[src/rtl/serial_add_pkg.sv]
// Shared types and constants for the bit-serial adder.
package serial_add_pkg;

   typedef enum logic [1:0] {
      IDLE = 2'b00,
      RUN  = 2'b01,
      DONE = 2'b10
   } state_t;

   localparam int DEF_WIDTH = 8;

endpackage

[src/rtl/fa_cell.sv]
// One-bit combinational full adder; the only arithmetic in the serial datapath.
module fa_cell (
   input  logic x,
   input  logic y,
   input  logic ci,
   output logic s,
   output logic co
);

   assign s  = x ^ y ^ ci;
   assign co = (x & y) | (ci & (x ^ y));

endmodule

[src/rtl/serial_add_ctrl.sv]
// Bit-serial unsigned adder: one operand bit per clock, LSB first, WIDTH cycles per add.
// Define SERIAL_ADD_OVF_EN to add the signed-overflow output ovf.
module serial_add_ctrl #(
   parameter int WIDTH = serial_add_pkg::DEF_WIDTH
) (
   input  logic             clk,
   input  logic             rst_n,
   input  logic             start,
   input  logic [WIDTH-1:0] a,
   input  logic [WIDTH-1:0] b,
   input  logic             cin,
   output logic             busy,
   output logic             done,
   output logic [WIDTH-1:0] sum,
`ifdef SERIAL_ADD_OVF_EN
   output logic             ovf,
`endif
   output logic             cout
);
   import serial_add_pkg::*;

   localparam int CW = $clog2(WIDTH + 1);

   state_t           state;
   logic [WIDTH-1:0] a_sh;
   logic [WIDTH-1:0] b_sh;
   logic             carry;
   logic [CW-1:0]    cnt;
   logic             s_bit;
   logic             c_bit;
   logic             last;

   assign last = (cnt == CW'(WIDTH - 1));
   // The carry register doubles as the carry-out once the last bit has been added.
   assign cout = carry;

   fa_cell u_fa (
      .x  (a_sh[0]),
      .y  (b_sh[0]),
      .ci (carry),
      .s  (s_bit),
      .co (c_bit)
   );

   always_ff @(posedge clk or negedge rst_n) begin
      if (!rst_n) begin
         state <= IDLE;
         busy  <= 1'b0;
         done  <= 1'b0;
         sum   <= '0;
         carry <= 1'b0;
         cnt   <= '0;
         a_sh  <= '0;
         b_sh  <= '0;
`ifdef SERIAL_ADD_OVF_EN
         ovf   <= 1'b0;
`endif
      end else begin
         done <= 1'b0;
         case (state)
            IDLE, DONE: begin
               if (start) begin
                  a_sh  <= a;
                  b_sh  <= b;
                  carry <= cin;
                  cnt   <= '0;
                  busy  <= 1'b1;
                  state <= RUN;
               end else if (state == DONE) begin
                  state <= IDLE;
               end
            end
            RUN: begin
               a_sh  <= a_sh >> 1;
               b_sh  <= b_sh >> 1;
               carry <= c_bit;
               sum   <= {s_bit, sum[WIDTH-1:1]};
               cnt   <= cnt + CW'(1);
               if (last) begin
                  busy  <= 1'b0;
                  done  <= 1'b1;
                  state <= DONE;
`ifdef SERIAL_ADD_OVF_EN
                  // carry still holds the carry into the MSB on this edge
                  ovf   <= carry ^ c_bit;
`endif
               end
            end
            default: begin
               busy  <= 1'b0;
               state <= IDLE;
            end
         endcase
      end
   end

endmodule

[config.mk]
export PLATFORM = sky130hd
export DESIGN_NAME = serial_add_ctrl
export DESIGN_NICKNAME = d
export VERILOG_FILES = /design/src/rtl/serial_add_pkg.sv /design/src/rtl/fa_cell.sv /design/src/rtl/serial_add_ctrl.sv
export SDC_FILE = /design/constraint.sdc
export NUM_CORES = 1
export LEC_CHECK = 0
export BUFFER_PORTS_ARGS = -buffer_cell sky130_fd_sc_hd__buf_2
export CAP_MARGIN = 20
export CORE_ASPECT_RATIO = 1.2
export CORE_UTILIZATION = 56
export DETAILED_ROUTE_END_ITERATION = 10
export PLACE_DENSITY = 0.9
export SYNTH_ARGS = -nofsm -noshare
export SYNTH_HDL_FRONTEND = slang
export SYNTH_SLANG_ARGS = --single-unit
[constraint.sdc]
create_clock -name clk -period 3.07 [get_ports clk]
set_input_delay 0.307 -clock clk [delete_from_list [all_inputs] [get_ports clk]]
set_output_delay 0.307 -clock clk [all_outputs]
set_load 0.05 [all_outputs]
---- Yosys cells after proc, flatten, opt, wreduce, memory -nomap -nowiden ----
Cells that the tools add are included.
storage, ports and cells
  flip-flop bits (word level) ............. 33
  output and inout port bits .............. 11
  word-level logic and storage cells ...... 43
cells by class
  add/subtract/negate cells ............... 1
  equal/unequal tests ..................... 6
  mux-type cells .......................... 17
  bitwise gates (word level) .............. 5
  reduce and logical (&&, ||, !) cells .... 6
operator list
  cell                                                                   number
  8-bit case mux with 2 select lines                                     2
  8-bit 2-to-1 mux                                                       2
  4-bit case mux with 2 select lines                                     1
  2-bit 2-to-1 mux                                                       3
  2-bit AND reduction                                                    3
  1-bit 2-to-1 mux                                                       5
  4-bit by 1-bit adder with 4-bit output, second input constant          1
  4-bit by 3-bit equality test with 1-bit output, second input constant  1
  4-bit 2-to-1 mux                                                       1
  2-bit inequality test, second input constant                           2
  1-bit case mux with 2 select lines                                     2
  2-bit case mux with 2 select lines                                     1
  3-bit inequality test, second input constant                           1
  1-bit bitwise AND                                                      2
  2-bit by 1-bit equality test with 1-bit output, second input constant  1
  2-bit equality test, second input constant                             1
  2-bit zero test                                                        1
  2-bit nonzero test                                                     1
  2-bit OR reduction                                                     1
  1-bit bitwise XOR                                                      2
  1-bit OR                                                               1

---- Logic depth before layout (Yosys ltp) ----
Gate-level depths: netlist of run 1.
  depth after elaboration ................. 4
  mapped depth ............................ 4
  mapped depth without buffers ............ 4

---- Hierarchy ----
Synthesis of run 1 repeated with hierarchy kept, for this count alone.
unflattened totals
  cells, all modules ...................... 101
  area total of the unflattened synthesis .. 1410.1 um^2
by module, submodules not included
  module           instances  cells an instance  area an instance (um^2)  seq. area each (um^2)
  serial_add_ctrl  1          100                1390.1                   825.8
  fa_cell          1          1                  20.0                     0.0

---- Worst setup path before layout of run 1 ----
No wires, ideal clock.
  kind .................................... reg2reg
  start ................................... reg carry (netlist: cout)
  end ..................................... reg sum[7]
  library setup time ...................... 0.125 ns
  arrival time ............................ 1.371 ns
  setup slack ............................. 1.575 ns
  cell stages (with the launch flop) ...... 3
  path buffers ............................ 0
  path through ............................ dfrtp_1 > fa_1 > mux2_2
between the ends
  longest elaborated chain between the ends .. 1
RTL lines
  item                    RTL line               source
  start, declared         serial_add_ctrl.sv:27  logic carry;
  start signal, assigned  serial_add_ctrl.sv:65  carry <= cin;
  start signal, assigned  serial_add_ctrl.sv:76  carry <= c_bit;
  1-bit bitwise XOR       fa_cell.sv:10          assign s = x ^ y ^ ci;
  net s_bit               serial_add_ctrl.sv:29  logic s_bit;
  end signal, assigned    serial_add_ctrl.sv:77  sum <= {s_bit, sum[WIDTH-1:1]};
  end, declared           serial_add_ctrl.sv:14  output logic [WIDTH-1:0] sum,
The timed path passes the listed nets, and every way through them passes these cells.
A chain may end at the register's enable or synchronous reset.

---- Final worst setup path of run 1 ----
  start ................................... reg state[0]
  end ..................................... reg b_sh[7]
between the ends
  longest elaborated chain between the ends .. 4
  elaborated cells on any way between the ends .. 8
RTL lines
  item                                                                                 RTL line               source
  start, declared                                                                      serial_add_ctrl.sv:24  state_t state;
  start signal, assigned                                                               serial_add_ctrl.sv:47  state <= IDLE;
  start signal, assigned                                                               serial_add_ctrl.sv:68  state <= RUN;
  start signal, assigned                                                               serial_add_ctrl.sv:70  state <= IDLE;
  2-bit equality test / 2-bit zero test (equally long branches)                        serial_add_ctrl.sv:60  case (state)
  2-bit OR reduction                                                                   serial_add_ctrl.sv:60
  2-bit inequality test (no source line) / 2-bit nonzero test (equally long branches)  --
  2-bit AND reduction (no source line)                                                 --
  end signal, assigned                                                                 serial_add_ctrl.sv:75  b_sh <= b_sh >> 1;
  end, declared                                                                        serial_add_ctrl.sv:26  logic [WIDTH-1:0] b_sh;
Parallel ways exist; a longest one is shown, timed or not.

==> flow_summary.toml, run 1 <==
[clock_network]
cts_resized = 0
cts_buffer_depth = 2
cts_tree = "done"
cts_max_level = 2
cts_root_buffer = "clkbuf_4"
numCtsBuffers = 5
insertion_delay_ps = 330
post-cts-setup-buffers = 0
clock_sinks = 33
cts.hold.buffers_added = 0
clkTransAtPathRegs_ps = 100

[global_route]
antenna_found_initial = 0
overflow = 0
track_usage = 0.2204
grt_pass1_wl_um = 4098
grt_max_degree = 34
grt_pass1_vias = 922

[synth]
synth.distinct_cells = 22
synthTopCellsByArea = "dfrtp_1 59%, a22o_1 11%, a21o_1 8.0%, mux2_2 6.4%, mux2i_1 2.1%"
syn_area_mm2 = 0.001404
synth-seq-cells = 33
yosysTopAreaCellShare = 0.5882
netlist_instances = 101
synth_nets = 123
syn_area_per_cell_um2 = 13.90
yosysSeqAreaShare = 0.5882
yosys.area.top_type = "dfrtp_1"
yosysWarnings = 0

[route]
drt_iter0_drc = 14
wl_per_cell_um = 14.67
drt_pass1_iterations = 2
avgViaCountPerCell = 5.545
drc = 0
routed_wl_um = 2420
vias = 915
antenna_left = 0

[placement]
port_buffers = 30
dp.cells = 157
dpl.hpwl_um = 1614
place_area_mm2 = 0.001553
gp_congestion = 0.6788

[layout]
final_common_cell = "dfrtp_1"
antenna_cells = 0
layout_common_cells = "33 x dfrtp_1, 30 x buf_2, 17 x a22o_1"
final_nets = 155
post-route-util = 0.6874
final_cells = 165
final_cell_area_mm2 = 0.001602
area_delta_synth_final_pct = 14.08
drive_gt1_frac = 0.3507

[power_and_ir_drop]
cellPowerDensity_mw_per_mm2 = 1182
p_leak_uw = 0.0008568
ir_worst_vdd_uv = 667.3

[timing]
hold_viol_final = 0
final.setup.tns_ps = 0
hold_ws_ps = 9.248
final_max_slew_viol_count = 0
min_period_ps = 1727
setup_viol = 0
max_slew.worst_pin.slew_ps = 713.7
skew_ps = 8.696
fin_crit_sh = 0.5625
relSlewSlack = 0.5232
fmax_mhz = 579.1
grt_setup_unrepaired = "false"

[setup_path]
reg2reg_slack_ps = 1340
start_kind = "flip-flop"
crit_required_ps = 3300
rr_worst_depth = 3
worstSetupEndpointType = "flip-flop"
crit_fanout = 31
path_class = "flip-flop to flip-flop"
arrival_ps = 1950
timing.rr.start = "state[0]"
reg2reg_to = "b_sh[7]"

[floorplan]
die_area_mm2 = 0.002712
num_rows = 19
die_h_um = 56.85
core_mm2 = 0.002330
die_width_um = 47.71
ios = 31
initial_core_util = 0.6026

[worst_hold_path]
hold_path_class = "input port to async pin"

[status]
outcome = "complete, no violations"

[run]
drv_cap = 0
==> state kept, by name, indices dropped and copies added, names as in the netlist <==
| register | count |
|---|---|
| cout | 1 |
| done | 1 |
| b_sh | 8 |
| a_sh | 8 |
| state | 2 |
| busy | 1 |
| sum | 8 |
| cnt | 4 |
==> stage by stage <==
step                      power (uW)  worst slack (ps)
after global placement          1624              1405
after global routing            2029              1200
after CTS                       1912              1310
final                           1893              1343
after floorplan                 1520              1575
after detailed placement        1679              1334
==> logic make-up (layout without fill, tap and decap cells) <==
logic type / Yosys count / in the layout / synth area share
XOR/XNOR: 1 / 1 / 0.006240
adder cells (fa/ha/maj): 2 / 2 / 0.02317
multiplexers: 12 / 12 / 0.09359
AND/OR/NAND/NOR: 13 / 13 / 0.06150
buffers and inverters: 6 / 39 / 0.03386
flip-flops: 33 / 33 / 0.5882
AO/OA/AOI/OAI: 34 / 34 / 0.1934
==> report_power, final <==
| group | switching (uW) | internal [uW] | leakage [uW] |
|---|---|---|---|
| clock | 137 | 91.2 | 0.0000265 |
| combinational | 528 | 377 | 0.000422 |
| sequential | 128 | 631 | 0.000408 |
==> cells in the mapped netlist (all sizes together) <==
| cell | number |
|---|---|
| a21o | 15 |
| a22o | 17 |
| buf | 6 |
| dfrtp | 33 |
| fa | 1 |
| ha | 1 |
| mux2 | 9 |
| mux2i | 3 |
| nand2 | 2 |
| nand2b | 1 |
| nand3b | 2 |
| nand4 | 1 |
| nor2 | 3 |
| nor2b | 2 |
| nor3b | 2 |
| o21ai | 2 |
| xnor2 | 1 |
==> worst max-delay path by stage <==
stage	to	cells past startpoint	from	slack, ps
floorplan	sum[7]	2	cout	1570
global placement	b_sh[7]	3	state[0]	1410
detailed placement	a_sh[7]	3	state[0]	1330
CTS	b_sh[7]	3	state[0]	1310
global route	a_sh[7]	3	state[0]	1200
finish	b_sh[7]	3	state[0]	1340
==> critical path, stage by stage, from the launching register on <==
cell and delay (ps):
dfrtp_1 410, nor2b_4 630, nor2_2 310, a22o_1 260
==> area by class of cell <==
cell class | instances | area [um2]
timing repair buffer | 31 | 157.7
fill | 197 | 728.2
clock buffer | 8 | 48.80
multi-input combinational | 62 | 530.5
sequential | 33 | 825.8
tap | 31 | 38.79
==> per-layer routing <==
layer,share of wire,global-route usage,vias to the layer above
met1,0.42,0.2729,454
li1,-,-,434
met4,0.020,0.08333,0
met5,0,0,-
met3,0.049,0.07717,6
met2,0.51,0.3436,21
No activity file was read; power rests on OpenSTA's default activity.
==> run 2: changes to the inputs <==
- CORE_UTILIZATION: 56 -> 52
- PLACE_DENSITY: 0.9 -> 0.85
- clock period: 3.07 -> 1.6 ns (I/O delays scaled with it)
==> flow_summary.toml, run 2 (same netlist as run 1, synthesis figures left out) <==
[status]
outcome = "complete, no violations"

[timing]
hold_viol_final = 0
setup_ws_ps = 173.4
fin_crit_sh = 0.8916
relSlewSlack = 0.5270
max_slew.worst_pin.slew_ps = 709.6
fmax_mhz = 701.0
min_period_ps = 1427
setup_viol = 0
final_max_slew_viol_count = 0
final.setup.tns_ps = 0
grt_setup_unrepaired = "false"
hold_ws_ps = 32.02
skew_ps = 11.65

[layout]
final_common_cell = "dfrtp_1"
final_nets = 159
reg.largest.list = "a_sh (8), b_sh (8), sum (8)"
layout_common_cells = "33 x dfrtp_1, 30 x buf_2, 17 x a22o_1"
fill_cells = 197
area_delta_synth_final_pct = 21.30
final_cells = 171
antenna_cells = 0
drive_gt1_frac = 0.3841
final_cell_area_mm2 = 0.001703

[floorplan]
die_width_um = 49.43
ios = 31
die_h_um = 58.92
die_area_mm2 = 0.002912
num_rows = 20
initial_core_util = 0.5500
core_mm2 = 0.002552

[setup_path]
worstSetupEndpointType = "flip-flop"
crit_required_ps = 1880
path_cells = "nor2b_4 > nor2_2 > a22o_1"
start_kind = "flip-flop"
arrival_ps = 1700
path_class = "flip-flop to flip-flop"
crit_fanout = 17
crit_slowest_cell = "nor2_2"
critPathMaxStageDelay_ps = 540

[route]
antenna_left = 0
drc = 0
vias = 937
routed_wl_um = 2481
wl_per_cell_um = 14.51
drt_iter0_drc = 61
avgViaCountPerCell = 5.480
drt_pass1_iterations = 4

[global_route]
grt_pass1_vias = 979
track_usage = 0.2054
antenna_found_initial = 0
overflow = 0
grt_max_degree = 34
grt_pass1_wl_um = 4298

[placement]
dp.cells = 162
gp_congestion = 0.6698
place_ws_ps = 174.5
dpl.hpwl_um = 1794
place_area_mm2 = 0.001590
port_buffers = 30

[clock_network]
numCtsBuffers = 5
cts_max_level = 2
cts_root_buffer = "clkbuf_4"
insertion_delay_ps = 340
clkTransAtPathRegs_ps = 110
cts_buffer_depth = 2
cts_tree = "done"
clock_sinks = 33
post-cts-setup-buffers = 0

[run]
drv_cap = 0

[power_and_ir_drop]
ir_worst_vdd_uv = 1266
p_leak_uw = 0.0009093
cellPowerDensity_mw_per_mm2 = 2398

[worst_hold_path]
hold_path_class = "input port to flip-flop"
[run 2: changes by cell type in the layout (fill, tap and decap cells not counted)]
cell,delta
clkbuf_1,-3
buf_4,+2
bufinv_16,+2
buf_12,+1
clkinv_2,+1
dlygate4sd3_1,+1
[run 2: final cells by class]
| cell class | count | area (um2) | area share |
|---|---|---|---|
| Sequential cell | 33 | 825.8 | 0.4849 |
| Multi-Input combinational cell | 62 | 530.5 | 0.3115 |
| Timing Repair Buffer | 35 | 202.7 | 0.1190 |
| Clock inverter | 3 | 65.06 | 0.03821 |
| Tap cell | 33 | 41.29 | 0.02425 |
| Clock buffer | 5 | 37.54 | 0.02204 |
[run 2: metal layers]
layer | routed length (um) | global-route usage
met5 | 0 | 0
met4 | 46 | 0.1224
met3 | 93 | 0.04134
met2 | 1292 | 0.3659
met1 | 1048 | 0.2278
[run 2: path summary, 6_finish.rpt]
kind	startpoint	end	slack [ps]	cells past startpoint
max	state[0]	cnt[1]	170	3
max in group asynchronous	rst_n	b_sh[4]	740	2
min	a[7]	a_sh[7]	30	2
max reg2reg	state[0]	cnt[1]	170	3
min in group asynchronous	rst_n	sum[7]	400	2
min reg2reg	cnt[3]	cnt[3]	480	1
[run 2: stage by stage]
step           power (uW)  utilization
4_1_cts              4110       0.6672
6_report             4083       0.6672
5_1_grt              4309       0.6672
3_5_place_dp         3335       0.6230
3_3_place_gp         3216       0.6230
2_1_floorplan        2917            -
[run 2: timing repair]
action	4_1_cts	5_1_grt
endpoints found under the hold margin	33	0
hold buffers	1	0
gates resized for setup	0	0
[run 2: worst max-delay path: cells and delay by family, from the launching register on]
kind	cells	cell delay [ps]
flops	1	420
compound gates	1	230
simple gates	2	720
[run 2: power breakdown]
part	leakage, uW	switching (uW)	total [uW]	internal, uW
registers	0.000408	251	1460	1210
clock network	0.0000552	282	766	484
logic	0.000446	1050	1860	805
total	0.000909	1580	4080	2500
==> run 3: changes to the inputs <==
- REMOVE_ABC_BUFFERS: not set -> 1
==> flow_summary.toml, run 3 (same netlist as run 1, synthesis figures left out) <==
[status]
outcome = "complete, no violations"

[floorplan]
ios = 31
num_rows = 20
die_width_um = 49.43
die_h_um = 58.92
core_mm2 = 0.002552
die_area_mm2 = 0.002912
initial_core_util = 0.5500

[worst_hold_path]
holdPathStages = 2
hold_path_class = "input port to flip-flop"

[clock_network]
cts_buffer_depth = 2
post-cts-setup-buffers = 0
cts_tree = "done"
numCtsBuffers = 5
cts_max_level = 2
clock_sinks = 33
insertion_delay_ps = 340
cts_root_buffer = "clkbuf_4"
clkTransAtPathRegs_ps = 110

[timing]
fmax_mhz = 724.3
hold_viol_final = 0
setup_viol = 0
relSlewSlack = 0.5346
min_period_ps = 1381
skew_ps = 8.349
fin_crit_sh = 0.8629
final.setup.tns_ps = 0
setup_ws_ps = 219.4
grt_setup_unrepaired = "false"
max_slew.worst_pin.slew_ps = 698.0
final_max_slew_viol_count = 0

[route]
drt_iter0_drc = 16
drc = 0
routed_wl_um = 2393
avgViaCountPerCell = 5.515
drt_pass1_iterations = 4
wl_per_cell_um = 13.99
antenna_left = 0
vias = 943

[layout]
reg.largest.list = "a_sh (8), b_sh (8), sum (8)"
antenna_cells = 0
final_common_cell = "dfrtp_1"
final_cells = 171
area_delta_synth_final_pct = 20.41
post-route-util = 0.6623
drive_gt1_frac = 0.3841
final_nets = 159
fill_cells = 217
layout_common_cells = "33 x dfrtp_1, 30 x buf_2, 17 x a22o_1"

[setup_path]
rr_worst_depth = 3
crit_required_ps = 1870
start_kind = "flip-flop"
path_class = "flip-flop to flip-flop"
crit_fanout = 17
worstSetupEndpointType = "flip-flop"
arrival_ps = 1650

[global_route]
grt_pass1_vias = 937
grt_pass1_wl_um = 4071
track_usage = 0.2001
antenna_found_initial = 0
overflow = 0
grt_max_degree = 34

[power_and_ir_drop]
p_leak_uw = 0.0009035
cellPowerDensity_mw_per_mm2 = 2373
ir_worst_vdd_uv = 1183
total_power_uw = 4011

[placement]
gp_congestion = 0.7030
dp.cells = 162
dpl.hpwl_um = 1697
port_buffers = 30
place_ws_ps = 223.1

[run]
drv_cap = 0
[run 3: changes by cell type in the layout (fill, tap and decap cells not counted)]
cell	before	now
buf_12	1	0
buf_4	3	4
[run 3: final cells by class]
type | count | area [um2] | share of cell area
Timing Repair Buffer | 35 | 190.2 | 0.1125
Multi-Input combinational cell | 62 | 530.5 | 0.3138
Sequential cell | 33 | 825.8 | 0.4885
Tap cell | 33 | 41.29 | 0.02443
Clock inverter | 3 | 65.06 | 0.03849
Clock buffer | 5 | 37.54 | 0.02221
[run 3: routing by layer]
metal	routed length, um	track usage
met4	36	0.1102
met2	1220	0.3346
met1	1002	0.2096
met5	0	0
met3	133	0.09302
[run 3: what timing repair did]
item	in CTS	in global routing
resized for setup	0	0
hold buffers	1	0
endpoints found under the hold margin	33	0
[run 3: path summary, 6_finish.rpt]
| check | from | to | slack, ps |
|---|---|---|---|
| setup / recovery | state[0] | b_sh[7] | 220 |
| hold / removal | a[7] | a_sh[7] | 40 |
| setup reg to reg | state[0] | b_sh[7] | 220 |
| hold reg to reg | b_sh[3] | b_sh[3] | 480 |
| max in group asynchronous | rst_n | b_sh[5] | 750 |
| min in group asynchronous | rst_n | cnt[3] | 390 |
[run 3: through the flow]
step,hold WS [ps],instance area [um2]
after floorplan,-135.6,1356
final,43.53,1690
after detailed placement,250.5,1578
after global placement,243.9,1578
after global routing,12.24,1690
after CTS,25.01,1690
[run 3: critical path, cell delays in order (launching register included)]
cell     delay (ps)
dfrtp_1         430
nor2b_4         160
nor2_2          510
a22o_1          210
[run 3: power by group]
| group | switching [uW] | internal, uW | total (uW) |
|---|---|---|---|
| Clock | 279 | 484 | 762 |
| Combinational | 1020 | 772 | 1790 |
| Sequential | 249 | 1210 | 1460 |
